<file path="src/rtl/seg7_scan_ctrl.sv">
// ---------------------------------------------------------------------------
// seg7_scan_ctrl
//
// Multiplexed common-anode 7-segment scanner for N_DIGITS digits.
// Each digit owns one slot of SLOT = CLK_HZ/SCAN_HZ cycles. The first GUARD
// cycles of a slot keep every anode off so the previous digit's segments
// cannot ghost onto the next one. After the guard, the anode is lit for a
// brightness-dependent on_time. A frame is N_DIGITS slots. The displayed
// value, decimal points and blanks are captured once per frame, so a frame
// never mixes old and new data.
//
// Optional build macro:
//   LEADING_ZERO_BLANK_EN - at frame capture, also blank leading zero digits
//                           (from the top digit downward, dp off), never
//                           digit 0.
//
// Ports:
//   clk         system clock
//   rst         asynchronous reset, active-low
//   din         packed hex nibbles, digit k = din[4k+3:4k], digit 0 rightmost
//   dp_in       decimal point per digit, 1 = lit
//   blank       per-digit blank, 1 = digit dark
//   brightness  PWM level 0..15, sampled at each slot start
//   AN          anode enables, polarity set by AN_ACT_LOW
//   SEG         {dp,g,f,e,d,c,b,a}, polarity set by SEG_ACT_LOW
//   frame_done  one-cycle pulse in the cycle after each frame capture
//
// The brightness latch comes out of reset at 15, so the first slot after
// reset (which has no slot-start edge of its own) runs at full on-time.
// ---------------------------------------------------------------------------
module seg7_scan_ctrl #(
    parameter int N_DIGITS    = 4,
    parameter int CLK_HZ      = 16000000,
    parameter int SCAN_HZ     = 1000,
    parameter int GUARD       = 16,
    parameter int AN_ACT_LOW  = 1,
    parameter int SEG_ACT_LOW = 1
) (
    input  logic                  clk,
    input  logic                  rst,
    input  logic [4*N_DIGITS-1:0] din,
    input  logic [N_DIGITS-1:0]   dp_in,
    input  logic [N_DIGITS-1:0]   blank,
    input  logic [3:0]            brightness,
    output logic [N_DIGITS-1:0]   AN,
    output logic [7:0]            SEG,
    output logic                  frame_done
);

    localparam int SLOT  = CLK_HZ / SCAN_HZ;
    localparam int CNT_W = $clog2(SLOT);
    localparam int IDX_W = (N_DIGITS > 1) ? $clog2(N_DIGITS) : 1;

    localparam logic                  AN_POL   = (AN_ACT_LOW != 0);
    localparam logic                  SEG_POL  = (SEG_ACT_LOW != 0);
    localparam logic [N_DIGITS-1:0]   AN_OFF   = {N_DIGITS{AN_POL}};
    localparam logic [7:0]            SEG_OFF  = {8{SEG_POL}};
    localparam logic [CNT_W-1:0]      CNT_LAST = CNT_W'(SLOT - 1);
    localparam logic [IDX_W-1:0]      IDX_LAST = IDX_W'(N_DIGITS - 1);

    // Lit cycles after the guard: ((SLOT-GUARD)*(b+1)) >> 4.
    function automatic logic [CNT_W-1:0] on_time_f(input logic [3:0] b);
        int t;
        t = ((SLOT - GUARD) * (int'(b) + 1)) >> 4;
        return CNT_W'(t);
    endfunction

    // Hex decode to output polarity; a blanked digit drives every segment
    // (dp included) inactive.
    function automatic logic [7:0] seg_f(input logic [3:0] nib, input logic dp,
                                         input logic blk);
        logic [6:0] g;
        logic [7:0] s;
        case (nib)
            4'h0: g = 7'h3F;
            4'h1: g = 7'h06;
            4'h2: g = 7'h5B;
            4'h3: g = 7'h4F;
            4'h4: g = 7'h66;
            4'h5: g = 7'h6D;
            4'h6: g = 7'h7D;
            4'h7: g = 7'h07;
            4'h8: g = 7'h7F;
            4'h9: g = 7'h6F;
            4'hA: g = 7'h77;
            4'hB: g = 7'h7C;
            4'hC: g = 7'h39;
            4'hD: g = 7'h5E;
            4'hE: g = 7'h79;
            default: g = 7'h71;
        endcase
        s = blk ? 8'h00 : {dp, g};
        return SEG_POL ? ~s : s;
    endfunction

`ifdef LEADING_ZERO_BLANK_EN
    // Walk down from the top digit flagging zero nibbles with dp off; the
    // first nonzero nibble or lit dp ends the run. Digit 0 is never flagged.
    function automatic logic [N_DIGITS-1:0] lead_blank_f(
        input logic [4*N_DIGITS-1:0] d, input logic [N_DIGITS-1:0] p);
        logic [N_DIGITS-1:0] m;
        logic                run;
        m   = '0;
        run = 1'b1;
        for (int k = N_DIGITS - 1; k >= 1; k--) begin
            if (run && (d[4*k +: 4] == 4'h0) && !p[k])
                m[k] = 1'b1;
            else
                run = 1'b0;
        end
        return m;
    endfunction
`endif

    logic [CNT_W-1:0]      slot_cnt;
    logic [IDX_W-1:0]      idx;
    logic [4*N_DIGITS-1:0] sh_din;
    logic [N_DIGITS-1:0]   sh_dp;
    logic [N_DIGITS-1:0]   sh_blank;
    logic [3:0]            bright_q;

    logic [N_DIGITS-1:0]   cap_blank;

`ifdef LEADING_ZERO_BLANK_EN
    assign cap_blank = blank | lead_blank_f(din, dp_in);
`else
    assign cap_blank = blank;
`endif

    logic                  cnt_wrap;
    logic                  frame_wrap;
    logic [CNT_W-1:0]      cnt_nxt;
    logic [IDX_W-1:0]      idx_nxt;
    logic [4*N_DIGITS-1:0] din_nxt;
    logic [N_DIGITS-1:0]   dp_nxt;
    logic [N_DIGITS-1:0]   blank_nxt;
    logic [CNT_W-1:0]      on_time;
    logic                  in_win;
    logic [3:0]            nib_sel;
    logic                  dp_sel;
    logic                  blk_sel;
    logic [N_DIGITS-1:0]   an_act;

    // Everything below looks at the state *after* the coming edge, so the
    // output registers describe the slot position they will be in.
    always_comb begin
        cnt_wrap   = (slot_cnt == CNT_LAST);
        frame_wrap = cnt_wrap && (idx == IDX_LAST);
        cnt_nxt    = cnt_wrap ? '0 : slot_cnt + CNT_W'(1);

        idx_nxt = idx;
        if (frame_wrap)
            idx_nxt = '0;
        else if (cnt_wrap)
            idx_nxt = idx + IDX_W'(1);

        din_nxt   = frame_wrap ? din       : sh_din;
        dp_nxt    = frame_wrap ? dp_in     : sh_dp;
        blank_nxt = frame_wrap ? cap_blank : sh_blank;

        nib_sel = din_nxt[4*idx_nxt +: 4];
        dp_sel  = dp_nxt[idx_nxt];
        blk_sel = blank_nxt[idx_nxt];

        // The window never includes count 0, so bright_q here is always the
        // value latched for the slot being lit.
        on_time = on_time_f(bright_q);
        in_win  = (int'(cnt_nxt) >= GUARD) &&
                  (int'(cnt_nxt) < GUARD + int'(on_time));

        an_act = '0;
        if (in_win && !blk_sel)
            an_act[idx_nxt] = 1'b1;
    end

    always_ff @(posedge clk or negedge rst) begin
        if (!rst) begin
            slot_cnt   <= '0;
            idx        <= '0;
            sh_din     <= '0;
            sh_dp      <= '0;
            sh_blank   <= '0;
            bright_q   <= 4'hF;
            AN         <= AN_OFF;
            SEG        <= SEG_OFF;
            frame_done <= 1'b0;
        end else begin
            slot_cnt   <= cnt_nxt;
            idx        <= idx_nxt;
            if (frame_wrap) begin
                sh_din   <= din;
                sh_dp    <= dp_in;
                sh_blank <= cap_blank;
            end
            if (cnt_wrap)
                bright_q <= brightness;
            frame_done <= frame_wrap;
            AN         <= an_act ^ AN_OFF;
            // Shadow data is constant within a slot, so reloading every
            // cycle only changes SEG at slot starts (and on the first edge
            // after reset, where no slot start precedes digit 0).
            SEG        <= seg_f(nib_sel, dp_sel, blk_sel);
        end
    end

endmodule

</file>
<file path="config.mk">
export PLATFORM = sky130hd
export DESIGN_NAME = seg7_scan_ctrl
export DESIGN_NICKNAME = d
export VERILOG_FILES = /design/src/rtl/seg7_scan_ctrl.sv
export SDC_FILE = /design/constraint.sdc
export NUM_CORES = 1
export LEC_CHECK = 0
export BUFFER_PORTS_ARGS = -buffer_cell sky130_fd_sc_hd__buf_2
export CAP_MARGIN = 20
export CORE_UTILIZATION = 35
export CTS_BUF_LIST = sky130_fd_sc_hd__clkbuf_8
export DETAILED_ROUTE_END_ITERATION = 10
export PLACE_DENSITY = 0.58
export SKIP_LAST_GASP = 1
export SLEW_MARGIN = 10
export SYNTH_ARGS = -nofsm -noshare
export SYNTH_HDL_FRONTEND = slang
export SYNTH_SLANG_ARGS = --single-unit
export TNS_END_PERCENT = 1
</file>
<file path="constraint.sdc">
create_clock -name clk -period 17.9 [get_ports clk]
set_clock_uncertainty 0.15 [all_clocks]
set_input_delay 2.685 -clock clk [delete_from_list [all_inputs] [get_ports clk]]
set_output_delay 2.685 -clock clk [all_outputs]
set_load 0.005 [all_outputs]
</file>
======== Yosys cells after proc, flatten, opt, wreduce, memory -nomap -nowiden ========
Memories as Yosys holds them, arrays and structs flattened.
Index checks and enable logic that the tools add are counted.
W data, S select, Z words.
cells by class
  $add $sub $neg .......................... 4
  order comparisons ....................... 4
  bitwise operators ....................... 2
  equality and inequality tests ........... 2
  div/mod/pow operators ................... 0
  shift operators ......................... 1
  multiply operators ...................... 1
  mux-type cells .......................... 14
  reduce and logical (&&, ||, !) cells .... 5
operators with widths
  operator                 count
  $mux W16                 1
  $shiftx A16 B5 Y4        1
  $add A5 B14 Y15 const A  1
  $lt A14 B15 Y1           1
  $add A14 B1 Y14 const B  1
  $eq A14 B14 Y1 const B   1
  $ge A14 B5 Y1 const B    1
  $mul A10 B5 Y14 const A  1
  $mux W14                 1
  $mux W4                  3
  $mux W8                  1
  $not A8 Y8               1
  $add A4 B1 Y5 const B    1
  $bmux W1 S2              2
  $logic_and A1 B1 Y1      4
  $mux W2                  2
  $not A4 Y4               1
  $lt A2 B3 Y1 const B     1
  $mux W1                  3
  $add A2 B1 Y2 const B    1
  $demux W1 S2             1
  $eq A2 B2 Y1 const B     1
  $ge A2 B1 Y1 const B     1
  $logic_not A1 Y1         1
storage, ports and cells
  bits of input ports ..................... 30
  bits in registers ....................... 57
  memories ................................ 1
  ROM bits ................................ 112
  latch bits .............................. 0
  output and inout bits ................... 13
  logic and storage cells ................. 43
  memory bits (writable) .................. 0
memories
  name             words  bits a word  read ports  clocked after Yosys merged registers in  wr ports  RTL line  text
  (no name shown)  16     7            1           0                                        0         74        case (nib)

======== Longest topological paths before layout ========
  depth in word-level cells ............... 9
  mapped depth ............................ 23
  gate-level depth less buffers ........... 23

======== Worst setup path before layout ========
OpenSTA, ideal clock, no wires.
  path type ............................... reg-to-reg
  from .................................... reg bright_q[0]
  to ...................................... reg AN[0]
  setup slack ............................. 12.225 ns
  arrival ................................. 5.459 ns
  period minus slack after synthesis ...... 5.675 ns
  stages on the path, launching flop included .. 23
  buffers on the path ..................... 1
  required time ........................... 17.684 ns
  setup time .............................. 0.066 ns
  cell sequence ........................... dfstp_2 ha_1 and3_1 inv_1 fa_1 inv_1 fa_1 fa_1 inv_1 ha_1 clkbuf_1 nor3_1 a211o_1 a211oi_1 nor3_1 and3_1 xnor2_1 ha_1 nand3_1 nor4_1 a31oi_1 a31o_2 nand4_1
on the way
  cells in the longest elaborated chain, start to end .. 8
RTL lines
  item                      RTL line  text
  start: declaration        120       logic [3:0] bright_q;
  start signal: assignment  196       bright_q <= brightness;
  $add A4 B1 Y5             64        t = ((SLOT - GUARD) * (int'(b) + 1)) >> 4;
  $mul A10 B5 Y14           64
  $add A5 B14 Y15           169       (int'(cnt_nxt) < GUARD + int'(on_time));
  $lt A14 B15 Y1            169
  $logic_and A1 B1 Y1       168       in_win = (int'(cnt_nxt) >= GUARD) &&
  $logic_and A1 B1 Y1       172       if (in_win && !blk_sel)
  $mux W4                   172
  $not A4 Y4 (no line)      n/a
  end signal: assignment    198       AN <= an_act ^ AN_OFF;
  end: declaration          45        output logic [N_DIGITS-1:0] AN,
No other way between the ends.
A chain may end at the register's enable or synchronous reset.

======== Worst setup path after layout ========
  from .................................... reg bright_q[0]
  to ...................................... reg AN[2]
Same word-level chain as after synthesis.

==> out/metrics.sh <==
RUN_STATUS='complete, no violations'
POWER_DENSITY_nW_PER_UM2=48.3
FFS_W_ASYNC_S_R_SYNTH_PCT=100
IR_DROP_mV=0.0300
ANTENNA_VIOLATING_NETS_POST_ROUTE=0
INITIAL_UTILIZATION_PCT=36.6
POST_SYNTH_NUM_CELL_TYPES=74
CTS_ROOT_BUFFER='sky130_fd_sc_hd__clkbuf_8'
MOST-COMMON-LAYOUT-CELLS='49 x sky130_fd_sc_hd__ha_1, 47 x sky130_fd_sc_hd__nand2_1, 42 x sky130_fd_sc_hd__buf_2'
POST_CTS_HOLD_BUFFER_COUNT=0
INITIAL_ANTENNA_VIOLATION_COUNT=0
DETAIL_ROUTE.DRC_VIOLATIONS=0
GRT_SETUP_UNREPAIRED='no'
TIMING.SETUP.TNS_PS=0
AVGROUTEDWIREPERCELL_UM=14.5
SETUP_VIOL=0
CTS_TREE='yes'
YOSYSSEQAREASHARE_PCT=30.8
CORE-AREA_UM2=12800
NETLIST_AREA_BEFORE_PLACEMENT_UM2=4690
FIN_TOTAL_PWR_W=0.000253
SETUP.WORST_PATH.CLASS='flip-flop to flip-flop'
SETUP.WORST_PATH.END_CLASS='flip-flop'
NUMBER_OF_WARNING_MESSAGES_IN_THE_YOSYS_LOG=0
MAX-CAP-VIOLATIONS=0
AREA_ADDED_BETWEEN_SYNTHESIS_AND_FINISH_PCT=11.7
SYN_AREA_PER_CELL_UM2=9.83
CTS-BUFFERS-INSERTED=9
CTS_SETUP_BUFFERS=0
MIN_PERIOD_PS=6210
TIMING.CRITICAL_PATH.FROM_TYPE='flip-flop'
ANTENNA_CELLS_INSERTED=0
IO-PIN-COUNT=43
WORST-SLEW-PIN-TRANSITION_PS=719
MOST_COMMON_CELL_AFTER_LAYOUT_FILL_AND_TAPS_ASIDE='sky130_fd_sc_hd__ha_1'
NUMBER_OF_FLOPS_MAPPED_TO_ENABLE_CELLS_BY_YOSYS=0
POSTSYNTHNETCOUNT=566
CLOCK_TREE.HTREE_LEVEL_COUNT=3
CLOCK_TREE.BUFFER_DEPTH=2
FP.DIEAREA_UM2=13900
DRT_FIRST_PASS_ITERS=4
FMAX_GHz=0.161
WORSTSKEWPAIRLATENCY_PS=330
VIAS_IN_THE_FIRST_GLOBAL_ROUTE=3681
HOLD_PATH_CLASS='flip-flop to flip-flop'
CTS_RESIZED=0
ROW_COUNT=41
FLOORPLAN.DIE.WIDTH_UM=118
GLOBALROUTE.TOTALOVERFLOW=0
TOTAL_LEAKAGE_POWER_nW=2.53
LAYOUT_WORST_PATH_CYCLE_SHARE_PCT=34.7
GRTUSAGETOTAL_PCT=15.5
PLACE.DETAILED.HPWL_UM=7950
NNETSFINAL=607
ROUTED_VIA_DENSITY=5.13
HOLD_VIOL_FINAL=0
CTS.REPORTEDPATHS.CLKPINSLEW_PS=60
NUMCLOCKSINKS=57
OVERALL_VIA_COUNT_FROM_DETAIL_ROUTE=3567
CP.REQUIRED_PS=18010
DIE_H_UM=118
PORT-BUFFER-COUNT=42
WORST_SLEW_MARGIN_REL_PCT=52.1
FINAL_CORE_UTIL_PCT=40.9
PLACE_CONGESTION=0.864
CELLS_AFTER_SYNTHESIS=477
DOMINANTREGCELLSYNTH='sky130_fd_sc_hd__dfrtp_1'
DRT-TOTAL-WL_UM=10100
LARGEST_NET_DEGREE_AT_THE_START_OF_GLOBAL_ROUTING=58
DRT_ITER0_DRC=174
CP_DATA_ARRIVAL_TIME_PS=6320
POST_ROUTE_CELLS_DRIVE_ABOVE_1_SHARE_PCT=23.1
FLOP_AND_LATCH_COUNT_OUT_OF_SYNTHESIS=57
FIN_HOLD_WS_PS=326
FIRST_PASS_GRT_WIRE_LENGTH_UM=17700
CRITPATHMAXFANOUT=9
REPORT.FINAL.SLEW_VIOL_COUNT=0
==> logic make-up after synthesis <==
logic type / count (synthesis) / synth area share [%]
xor+xnor: 36 / 6.72
compound gates: 81 / 13.5
buf+inv: 51 / 5.07
flops: 57 / 30.8
mux: 30 / 7.18
fa+ha+maj: 59 / 17.3
simple gates: 163 / 19.3
==> layer usage <==
metal	GRT usage (%)	share of wire, %	vias up
met5	0	0	-
met4	4.41	1.2	0
met3	2.23	2.5	11
met2	27.1	48	59
met1	19.9	48	1716
li1	-	-	1781
==> area by class of cell <==
cell class              instances  area (um2)
repair buffers                 47         248
well taps                     172         215
clock buffers                  10         138
clock inverters                 6        58.8
multi-input cells             369        3010
fillers                      1270        7580
flip-flops and latches         57        1450
inverters                      34         129
==> through the flow <==
stage / std cells / cell area (um2) / worst slack [ps]
finish: 695 / 5240 / 11690
global route: 695 / 5240 / 11290
CTS: 695 / 5240 / 11670
detailed placement: 679 / 5040 / 11730
global placement: 679 / 5040 / 12050
floorplan: 477 / 4690 / 12220
==> worst paths after layout <==
kind	from	endpoint	slack, ps	depth (start not counted)
max	bright_q[0]$_DFFE_PN1P_	AN[2]$_DFF_PN1_	11690	22
min in group asynchronous	rst	sh_dp[0]$_DFF_PN0_	2350	2
max reg2reg	bright_q[0]$_DFFE_PN1P_	AN[2]$_DFF_PN1_	11690	22
max in group asynchronous	rst	sh_din[15]$_DFF_PN0_	14770	2
min	sh_din[13]$_DFF_PN0_	sh_din[13]$_DFF_PN0_	330	2
min reg2reg	sh_din[13]$_DFF_PN0_	sh_din[13]$_DFF_PN0_	330	2
==> power breakdown <==
group,leakage [nW],switching [W],internal [W],total [W]
clock,0.0995,0.0000515,0.0000670,0.000118
sequential,0.667,0,0.000129,0.000129
combinational,1.76,0.00000333,0.00000238,0.00000571
total,2.53,0.0000548,0.000198,0.000253
==> cells in the mapped netlist (10+ instances only) <==
cell / n / area (um2)
sky130_fd_sc_hd__and3_1: 12 / 75.1
sky130_fd_sc_hd__dfrtp_1: 41 / 1030
sky130_fd_sc_hd__dfstp_2: 16 / 420
sky130_fd_sc_hd__fa_1: 10 / 200
sky130_fd_sc_hd__ha_1: 49 / 613
sky130_fd_sc_hd__inv_1: 32 / 120
sky130_fd_sc_hd__mux2_2: 16 / 180
sky130_fd_sc_hd__mux2i_1: 12 / 120
sky130_fd_sc_hd__nand2_1: 47 / 176
sky130_fd_sc_hd__nand3_1: 11 / 55.1
sky130_fd_sc_hd__nand4_1: 10 / 62.6
sky130_fd_sc_hd__nor2_1: 30 / 113
sky130_fd_sc_hd__o21ai_0: 15 / 75.1
sky130_fd_sc_hd__xnor2_1: 24 / 210
sky130_fd_sc_hd__xor2_1: 12 / 105
==> state kept, by name, indices dropped and copies added, names as in the netlist <==
name	count
sh_dp	4
frame_done	1
sh_din	16
idx	2
AN	4
SEG	8
sh_blank	4
slot_cnt	14
bright_q	4
==> critical path, stage by stage (launching register included) <==
cell                      delay (ps)
sky130_fd_sc_hd__dfstp_2         670
sky130_fd_sc_hd__nand3_1         180
sky130_fd_sc_hd__xnor2_1         270
sky130_fd_sc_hd__inv_1           140
sky130_fd_sc_hd__fa_1            620
sky130_fd_sc_hd__inv_1           120
sky130_fd_sc_hd__fa_1            520
sky130_fd_sc_hd__fa_1            550
sky130_fd_sc_hd__inv_1            40
sky130_fd_sc_hd__ha_1            260
sky130_fd_sc_hd__and2_1          190
sky130_fd_sc_hd__or2_2           260
sky130_fd_sc_hd__a21oi_1         140
sky130_fd_sc_hd__o31ai_1         130
sky130_fd_sc_hd__xnor2_1         300
sky130_fd_sc_hd__and3_1          240
sky130_fd_sc_hd__xnor2_1          80
sky130_fd_sc_hd__ha_1            300
sky130_fd_sc_hd__nand3_1         100
sky130_fd_sc_hd__nor4_1          330
sky130_fd_sc_hd__a31oi_1         150
sky130_fd_sc_hd__a31o_2          280
sky130_fd_sc_hd__nand4_1         120
(Power assumes the default switching activity.)
